<file path="src/rtl/ps2_frame_receiver_pkg.sv">
// Shared types and frame constants for the PS/2 frame receiver.
package ps2_pkg;

    typedef enum logic [1:0] {
        IDLE,
        DATA,
        PARITY,
        STOP
    } ps2_rx_state_t;

    localparam int unsigned SCAN_W     = 8;
    localparam int unsigned FRAME_BITS = 11;

endpackage

</file>
<file path="src/rtl/ps2_frame_receiver.sv">
// Deserialises one PS/2 frame (start, 8 data LSB-first, odd parity, stop) sampled on edge_found,
// reporting good bytes, parity errors and framing/timeout errors as one-cycle registered pulses.
module ps2_frame_receiver
    import ps2_pkg::*;
#(
    parameter int unsigned TIMEOUT_CYCLES = 20000
) (
    input  logic              clk,
    input  logic              rst,
    input  logic              edge_found,
    input  logic              kb_data_sync,
    output logic [SCAN_W-1:0] scan_code,
    output logic              scan_code_valid,
    output logic              parity_err,
    output logic              frame_err
);

    localparam int unsigned TIMEOUT_W = $clog2(TIMEOUT_CYCLES + 1);
    localparam int unsigned DATA_BITS = FRAME_BITS - 3;

    ps2_rx_state_t        state, state_nx;
    logic [SCAN_W-1:0]    shreg, shreg_nx;
    logic [2:0]           bit_cnt, bit_cnt_nx;
    logic                 par_bit, par_nx;
    logic [TIMEOUT_W-1:0] timer, timer_nx;
    logic [SCAN_W-1:0]    scan_code_nx;
    logic                 valid_nx, perr_nx, ferr_nx;

    // State and output registers
    always_ff @(posedge clk or posedge rst) begin
        if (rst) begin
            state           <= IDLE;
            shreg           <= '0;
            bit_cnt         <= '0;
            par_bit         <= 1'b0;
            timer           <= '0;
            scan_code       <= '0;
            scan_code_valid <= 1'b0;
            parity_err      <= 1'b0;
            frame_err       <= 1'b0;
        end else begin
            state           <= state_nx;
            shreg           <= shreg_nx;
            bit_cnt         <= bit_cnt_nx;
            par_bit         <= par_nx;
            timer           <= timer_nx;
            scan_code       <= scan_code_nx;
            scan_code_valid <= valid_nx;
            parity_err      <= perr_nx;
            frame_err       <= ferr_nx;
        end
    end

    // Next-state, datapath and pulse decode
    always_comb begin
        state_nx     = state;
        shreg_nx     = shreg;
        bit_cnt_nx   = bit_cnt;
        par_nx       = par_bit;
        timer_nx     = timer;
        scan_code_nx = scan_code;
        valid_nx     = 1'b0;
        perr_nx      = 1'b0;
        ferr_nx      = 1'b0;

        if (edge_found) begin
            timer_nx = '0;
        end else if (state != IDLE) begin
            timer_nx = timer + TIMEOUT_W'(1);
        end

        case (state)
            IDLE: begin
                timer_nx = '0;
                if (edge_found && !kb_data_sync) begin
                    state_nx   = DATA;
                    bit_cnt_nx = '0;
                end
            end
            DATA: begin
                if (edge_found) begin
                    shreg_nx   = {kb_data_sync, shreg[SCAN_W-1:1]};
                    bit_cnt_nx = bit_cnt + 3'(1);
                    if (bit_cnt == 3'(DATA_BITS - 1)) begin
                        state_nx = PARITY;
                    end
                end
            end
            PARITY: begin
                if (edge_found) begin
                    par_nx   = kb_data_sync;
                    state_nx = STOP;
                end
            end
            STOP: begin
                if (edge_found) begin
                    state_nx = IDLE;
                    if (!kb_data_sync) begin
                        ferr_nx = 1'b1;
                    end else if (^{shreg, par_bit}) begin
                        scan_code_nx = shreg;
                        valid_nx     = 1'b1;
                    end else begin
                        perr_nx = 1'b1;
                    end
                end
            end
            default: state_nx = IDLE;
        endcase

        // A coincident edge takes priority over expiry
        if (state != IDLE && !edge_found && timer == TIMEOUT_W'(TIMEOUT_CYCLES - 1)) begin
            state_nx = IDLE;
            timer_nx = '0;
            ferr_nx  = 1'b1;
        end
    end

endmodule

</file>
<file path="config.mk">
export PLATFORM = sky130hd
export DESIGN_NAME = ps2_frame_receiver
export DESIGN_NICKNAME = d
export VERILOG_FILES = /design/src/rtl/ps2_frame_receiver_pkg.sv /design/src/rtl/ps2_frame_receiver.sv
export SDC_FILE = /design/constraint.sdc
export NUM_CORES = 1
export LEC_CHECK = 0
export CAP_MARGIN = 20
export CORE_MARGIN = 2
export CORE_UTILIZATION = 57
export CTS_CLUSTER_SIZE = 20
export DETAILED_ROUTE_END_ITERATION = 10
export GPL_ROUTABILITY_DRIVEN = 0
export GPL_TIMING_DRIVEN = 0
export MAX_ROUTING_LAYER = met4
export PLACE_DENSITY = 0.89
export SYNTH_ARGS = -nofsm -noshare
export SYNTH_HDL_FRONTEND = slang
export SYNTH_SLANG_ARGS = --single-unit
</file>
<file path="constraint.sdc">
create_clock -name clk -period 2.7 [get_ports clk]
set_clock_uncertainty 0.2 [all_clocks]
set_input_delay 0.54 -clock clk [delete_from_list [all_inputs] [get_ports clk]]
set_output_delay 0.54 -clock clk [all_outputs]
set_load 0.1 [all_outputs]
</file>
==> results of run 1 <==
-- area by class of cell --
cell class | count | area share
plain buffers | 3 | 0.005125
clock buffers | 7 | 0.02961
clock inverters | 1 | 0.01367
inverters | 6 | 0.01025
multi-input cells | 112 | 0.3844
flip-flops and latches | 40 | 0.4556
well taps | 44 | 0.02506
repair buffers | 15 | 0.07631
-- registers in the layout, indices dropped and copies added, names as in the netlist --
name             flops
scan_code            8
par_bit              1
scan_code_valid      1
state                2
parity_err           1
frame_err            1
shreg                8
timer               15
bit_cnt              3
-- where the power goes --
part           switching [mW]  internal, mW
Combinational           0.680         0.464
Clock                   0.193         0.246
Sequential              0.118         0.735
-- cells in the final DEF, fill, tap and decap left out --
cell	instances
a21o_1	1
a21oi_1	1
a22o_1	3
a41oi_1	1
and3_1	2
and4_1	2
and4b_1	1
buf_16	1
bufinv_16	1
clkbuf_1	3
clkbuf_4	5
clkbuf_8	2
clkdlybuf4s50_1	14
dfrtp_1	40
ha_1	7
inv_1	6
mux2_2	17
mux2i_4	1
nand2_1	9
nand2b_1	2
nand3_1	7
nand4_1	4
nor2_1	20
nor2b_1	1
nor3_1	1
nor3b_1	1
nor4_1	1
nor4bb_1	1
o211ai_1	1
o21ai_0	5
o2bb2ai_1	1
or3_1	1
xnor2_1	13
xnor2_2	1
xor2_1	7
-- metrics by stage --
stage | std cells | cell area, sq um | util
3_5_place_dp | 220 | 2102 | 0.6774
4_1_cts | 228 | 2197 | 0.7081
2_1_floorplan | 161 | 1879 | -
5_1_grt | 228 | 2197 | 0.7081
3_3_place_gp | 219 | 2074 | 0.6685
6_report | 228 | 2197 | 0.7081
-- routing by layer --
| metal | part of all wire | wire length [um] | up-vias |
|---|---|---|---|
| li1 | - | - | 597 |
| met1 | 0.43 | 1487 | 636 |
| met2 | 0.51 | 1772 | 32 |
| met3 | 0.040 | 138 | 9 |
| met4 | 0.024 | 84 | 0 |
| met5 | 0 | 0 | - |
-- cells by family (layout without fill, tap and decap cells) --
| family | after synthesis | in the layout | share of synthesized area |
|---|---|---|---|
| buffers and inverters | 9 | 32 | 0.01797 |
| adders and majority gates | 7 | 7 | 0.04660 |
| xor gates and xnor gates | 21 | 21 | 0.1019 |
| and+or+nand+nor | 53 | 53 | 0.1398 |
| AOI/OAI and AO/OA | 13 | 13 | 0.04727 |
| muxes | 18 | 18 | 0.1138 |
| DFF | 40 | 40 | 0.5326 |
-- worst max path at each step --
stage / startpoint / endpoint / slack [ns] / cells past startpoint
floorplan: shreg[2] / scan_code[0] / 0.65 / 5
global placement: edge_found / scan_code[4] / 0.15 / 5
detailed placement: edge_found / scan_code[1] / 0.11 / 5
CTS: scan_code[3] / scan_code[3] / 0.08 / 1
global route: scan_code[6] / scan_code[6] / 0.04 / 1
finish: scan_code[3] / scan_code[3] / 0.09 / 1
==> metrics, run 1 <==
initial antenna violation count=0; kind of critical path=flip-flop to output pin; Slew @ Worst Pin=~0.98 ns; CP startpoint kind=flip-flop; Worst path max stage delay=1.14 ns; worst endpoint required time=1.96 ns; Slew headroom=0.3428; hold endpoint=timer[0]; Yosys top cell by area=dfrtp_1; initial core utilization=0.6056; first-pass GRT wire length=between 5000 and 6000 um; GRT overflow=0; fin nets=just under 200; Power, Total=between 2 and 2.5 mW; Tot GR Track Use=0.2268; post-CTS setup buffers=0; cell family with most CP delay=buffers and inverters; Seq/Total Area, Yosys=0.5326; Ys Warns=0; commonest cells in the netlist=dfrtp_1 (40), nor2_1 (20), mux2_2 (17); Setup-failing EPs final=0; total CTS buffers=5; synthesis-to-layout area growth=16.91%; power per cell area=1109 nW/um^2; CP Data Arrival Time=between 1.5 and 2 ns; vias in the first global route=approximately 1300; slowest stage cell, crit path=clkdlybuf4s50_1; beginning of the worst hold path=timer[0]; CTS tree=done; average wire per standard cell=~15 um; largest net degree at the start of global routing=24; global-route met2 utilization=0.3678; cells after synthesis=161; met1 Use GR=0.2750; vias per inst=approximately 5.6; htree depth=2; I/O pin count=15; worst vdd ir=roughly 0.00065 V; Die Y=between 60 and 70 um; port buffer count=14; worst skew pair latency=around 0.35 ns; CP cell instances=clkdlybuf4s50_1; FF+latch area=1001 sq um; setup_tns=0 ns; crit share post-route=0.9662; Post-synth EDFFs=0; Setup WS pre-CTS=0.1081 ns; Setup crit end kind=output pin; count of pins over their slew limit=0; reg-to-reg setup timing slack=~0.30 ns; unrepaired setup endpoints after global routing=no; clk slew on worst S/H paths=0.11 ns; main flop type after synthesis=dfrtp_1; FF-to-FF path depth=6; Synth top area share=0.5326; root buffer cell=clkbuf_4; DRC viols=0; final worst slack=between 0.09 and 0.1 ns; Max Fclk=about 380 MHz; maxcap violations=0; Hold WS=0.3185 ns; Post-DRT Antenna Nets=0; Seq cells post-synth=40; total routed wirelength=3482 um; share of cells above drive strength 1=0.1522; top cells by area, synth=dfrtp_1 (53%), mux2_2 (10%), xnor2_1 (6.1%); grt peak-use layer=met2; clock sink total=40; worst-path fanout max=2; Die W=between 60 and 70 um; Row Count=20; Worst Hold Class=flip-flop to flip-flop; area taken by multi-input logic gates=approximately 840 sq um; syn_nets=about 170; Final Hold Vio Count=0; Period minus WS final=around 2.6 ns; LEAKAGE=between 0.9 and 1 nW; CTS Buffer Depth=2; core footprint=a little over 3000 sq um; Yosys cell types=30; routed via count=roughly 1300; DRT Pass-1 Iters=4; hold depth=1; dpl hpwl=2529 um; cell area after synthesis=between 1500 and 2000 sq um; Post-CTS Resized=0; count leader, synth=dfrtp_1; Iteration-0 DRC Markers=73; Antenna diodes=0; status=complete, no violations; hold_buf cts=0; r2r startpoint=timer[0]; Bufs and invs on worst path=1; GR Util met3=0.06513; Avg Inst Size Synth=between 10 and 15 sq um; r2r endpoint=state[0]; full die area=approximately 3800 sq um; Fillers=approximately 230; Post-synth ARST share=1.000
Note: power is estimated with default switching activity, not from simulation.
==> inputs of run 2 (changes only) <==
CELL_PAD_IN_SITES_DETAIL_PLACEMENT = 0   (was default)
CELL_PAD_IN_SITES_GLOBAL_PLACEMENT = 1   (was default)
CORE_UTILIZATION = 46   (was 57)
==> metrics, run 2 (synthesis gave the netlist of run 1 again) <==
Iteration-0 DRC Markers=88; Slew headroom=0.3387; clk slew on worst S/H paths=approximately 0.08 ns; full die area=between 4000 and 5000 sq um; area taken by multi-input logic gates=about 840 sq um; worst endpoint required time=around 2.0 ns; Post-CTS Resized=0; Worst path max stage delay=between 1 and 1.5 ns; Setup crit end kind=output pin; cell family with most CP delay=buffers and inverters; synthesis-to-layout area growth=17.24%; root buffer cell=clkbuf_8; I/O pin count=15; Worst Setup SP=scan_code[7]; LEAKAGE=0.9819 nW; finished layout cell area=between 2000 and 2500 sq um; Fillers=about 340; post-CTS setup buffers=0; number of flip-flops in the largest register=15; crit share post-route=0.9394; clock sink total=40; Largest Register=timer; Bufs and invs on worst path=1; Die W=67.92 um; dpl cell area=about 2100 sq um; Die Y=roughly 68 um; FF+latch area=roughly 1000 sq um; status=complete, no violations; vias in the first global route=1138; Row Count=23; Post-DRT Antenna Nets=0; vias per inst=around 5.3; Max Fclk=approximately 390 MHz; average wire per standard cell=about 14 um; Clk pwr share=0.204; Final Hold Vio Count=0; CTS tree=done; GRT overflow=0; commonest non-fill, non-tap cells in the layout=dfrtp_1 (40), nor2_1 (20), mux2_2 (17); beginning of the worst hold path=timer[0]; initial antenna violation count=0; slowest stage cell, crit path=clkdlybuf4s50_1; Power, Total=2.494 mW; worst-path fanout max=3; initial core utilization=0.4732; r2r startpoint=timer[0]; CTS Buffer Depth=2; DRT Pass-1 Iters=4; Sw Share=0.4002; Slew @ Worst Pin=0.9888 ns; Period minus WS final=about 2.5 ns; Tot GR Track Use=0.1580; hold_buf cts=0; first-pass GRT wire length=approximately 5200 um; largest net degree at the start of global routing=41; core footprint=about 4000 sq um; Reg power frac=0.344; DRC viols=0; Antenna diodes=0; design internal power=roughly 1.5 mW; Util after Layout=0.5548; Comb pwr share=0.452; total CTS buffers=5; Setup-failing EPs final=0; unrepaired setup endpoints after global routing=no; count of pins over their slew limit=0; maxcap violations=0; port buffer count=14; biggest regs=timer: 15 flops, scan_code: 8 flops, shreg: 8 flops; CP cell instances=clkdlybuf4s50_1; share of cells above drive strength 1=0.1530; kind of critical path=flip-flop to output pin; routed via count=roughly 1200; CP Data Arrival Time=approximately 1.8 ns; power per cell area=1132 nW/um^2; worst vdd ir=approximately 0.00065 V; htree depth=2; net load switching power=about 1.0 mW; worst skew pair latency=between 0.2 and 0.3 ns; dpl hpwl=2332 um; CP startpoint kind=flip-flop; total routed wirelength=around 3200 um; setup_tns=0 ns; commonest non-fill, non-tap cell in the layout=dfrtp_1; Worst Hold Class=flip-flop to flip-flop; fin nets=~190
## run 2: cell count changes in the layout (fill, tap and decap cells not counted), sizes merged
| cell | delta |
|---|---|
| buf | -1 |
| clkinv | +1 |
| clkbuf | -1 |
## run 2: layout make-up
class,instances,share of cell area
flip-flops and latches,40,0.4543
multi-input cells,112,0.3833
repair buffers,14,0.06360
clock buffers,6,0.03748
well taps,50,0.02839
clock inverters,2,0.01760
inverters,6,0.01022
plain buffers,3,0.005111
## run 2: final timing paths
kind | to | slack [ns] | cells after the start
max | scan_code[7] | 0.16 | 1
min | timer[0] | 0.31 | 1
max reg2reg | state[0] | 0.41 | 6
min reg2reg | timer[0] | 0.31 | 1
max in group asynchronous | scan_code[7] | 1.27 | 2
min in group asynchronous | bit_cnt[0] | 0.52 | 2
## run 2: power groups by stage
stage | sequential [mW] | clock [mW] | combinational [mW]
2_1_floorplan | 1.11 | 0 | 0.673
3_3_place_gp | 0.855 | 0 | 1.10
3_5_place_dp | 0.868 | 0 | 1.13
4_1_cts | 0.858 | 0.519 | 1.14
5_1_grt | 0.879 | 0.543 | 1.21
6_report | 0.857 | 0.510 | 1.13
## run 2: worst register-to-register path: stages (launching register included)
cell,delay [ns]
dfrtp_1,0.41
ha_1,0.22
and4_1,0.29
and4b_1,0.23
nor3b_1,0.37
o21ai_0,0.21
a22o_1,0.26
## run 2: layer usage
layer | GRT usage | vias up | wire, um
li1 | - | 590 | -
met1 | 0.1957 | 619 | 1411
met2 | 0.2549 | 16 | 1662
met3 | 0.03454 | 7 | 82
met4 | 0.06000 | 0 | 50
met5 | - | - | 0
## run 2: stage by stage
stage	hold slack, ns	std cells	setup WS [ns]
2_1_floorplan	0.2532	161	0.6495
3_3_place_gp	0.2835	225	0.1311
3_5_place_dp	0.2991	225	0.08393
4_1_cts	0.3122	233	0.1488
5_1_grt	0.3368	233	0.09555
6_report	0.3070	233	0.1635
==> inputs of run 3 (changes only) <==
CAP_MARGIN = 10   (was 20)
MAX_ROUTING_LAYER = default   (was met4)
TNS_END_PERCENT = 30   (was default)
==> metrics, run 3 (synthesis gave the netlist of run 1 again) <==
share of cells above drive strength 1=0.1530; synthesis-to-layout area growth=17.24%; Setup crit end kind=output pin; worst endpoint required time=~2.0 ns; clock sink total=40; dpl hpwl=between 2000 and 2500 um; Bufs and invs on worst path=1; Slew @ Worst Pin=0.9876 ns; port buffer count=14; Hold WS=0.3069 ns; CTS tree=done; Util after Layout=0.5548; Setup-failing EPs final=0; root buffer cell=clkbuf_8; crit share post-route=0.9416; commonest non-fill, non-tap cell in the layout=dfrtp_1; LEAKAGE=between 0.9 and 1 nW; Period minus WS final=2.542 ns; initial antenna violation count=0; worst-path fanout max=3; Setup WS pre-CTS=roughly 0.084 ns; Post-DRT Antenna Nets=0; FF-to-FF path depth=6; initial core utilization=0.4732; final worst slack=between 0.15 and 0.2 ns; slowest stage cell, crit path=clkdlybuf4s50_1; total CTS buffers=5; routed via count=between 1000 and 1500; Slew headroom=0.3396; unrepaired setup endpoints after global routing=no; total routed wirelength=~3200 um; Fillers=approximately 340; r2r startpoint=timer[0]; Row Count=23; reg-to-reg setup timing slack=about 0.4 ns; commonest non-fill, non-tap cells in the layout=dfrtp_1 (40), nor2_1 (20), mux2_2 (17); average wire per standard cell=about 14 um; Worst Hold Class=flip-flop to flip-flop; Post-CTS Resized=0; htree depth=2; hold depth=1; CTS Buffer Depth=2; power per cell area=between 1000 and 1500 nW/um^2; I/O pin count=15; vias in the first global route=roughly 1100; status=complete, no violations; post-CTS setup buffers=0; Power, Total=about 2.5 mW; first-pass GRT wire length=5223 um; Tot GR Track Use=0.1536; Final Hold Vio Count=0; setup_tns=0 ns; beginning of the worst hold path=timer[0]; Antenna diodes=0; Die Y=between 60 and 70 um; r2r endpoint=state[0]; hold endpoint=timer[0]; fin nets=around 190; Iteration-0 DRC Markers=slightly above 90; CP cell instances=clkdlybuf4s50_1; core footprint=3971 sq um; DRT Pass-1 Iters=4; Max Fclk=approximately 390 MHz; GRT overflow=0; CP startpoint kind=flip-flop; Die W=between 60 and 70 um; Largest Register=timer; worst skew pair latency=0.29 ns; full die area=~4600 sq um; kind of critical path=flip-flop to output pin; DRC viols=0; count of pins over their slew limit=0; Worst path max stage delay=between 1 and 1.5 ns; hold_buf cts=0; biggest regs=timer: 15 flops, scan_code: 8 flops, shreg: 8 flops; worst vdd ir=~0.00065 V; number of flip-flops in the largest register=15; maxcap violations=0; vias per inst=roughly 5.3; largest net degree at the start of global routing=roughly 40; cell family with most CP delay=buffers and inverters; clk slew on worst S/H paths=around 0.08 ns; CP Data Arrival Time=1.80 ns
[run 3: where the power goes]
group / internal (mW) / switching (mW)
registers: 0.736 / 0.121
clock network: 0.302 / 0.207
logic: 0.458 / 0.668
[run 3: worst max path at each step]
stage,cells after the start,slack [ns],from,endpoint
global placement,5,0.13,edge_found,scan_code[2]
global route,1,0.1,scan_code[7],scan_code[7]
floorplan,5,0.65,shreg[2],scan_code[0]
finish,1,0.16,scan_code[7],scan_code[7]
detailed placement,5,0.08,edge_found,scan_code[1]
CTS,1,0.15,scan_code[7],scan_code[7]
[run 3: area by class of cell]
cell class              instances  area, sq um  area share
flip-flops and latches         40         1001      0.4543
multi-input cells             112        844.6      0.3833
repair buffers                 14        140.1     0.06360
clock buffers                   6        82.58     0.03748
well taps                      50        62.56     0.02839
clock inverters                 2        38.79     0.01760
inverters                       6        22.52     0.01022
plain buffers                   3        11.26    0.005111
[run 3: routing by layer]
layer,up-vias,routed length (um),track usage
met4,0,50,0.06000
met3,7,78,0.03454
met2,16,1667,0.2549
li1,590,-,-
met5,-,0,0
met1,626,1415,0.1957
[run 3: per-stage QoR]
step | cells | area [sq um]
6_report | 233 | 2203
5_1_grt | 233 | 2203
4_1_cts | 233 | 2203
3_5_place_dp | 225 | 2082
3_3_place_gp | 225 | 2082
2_1_floorplan | 161 | 1879
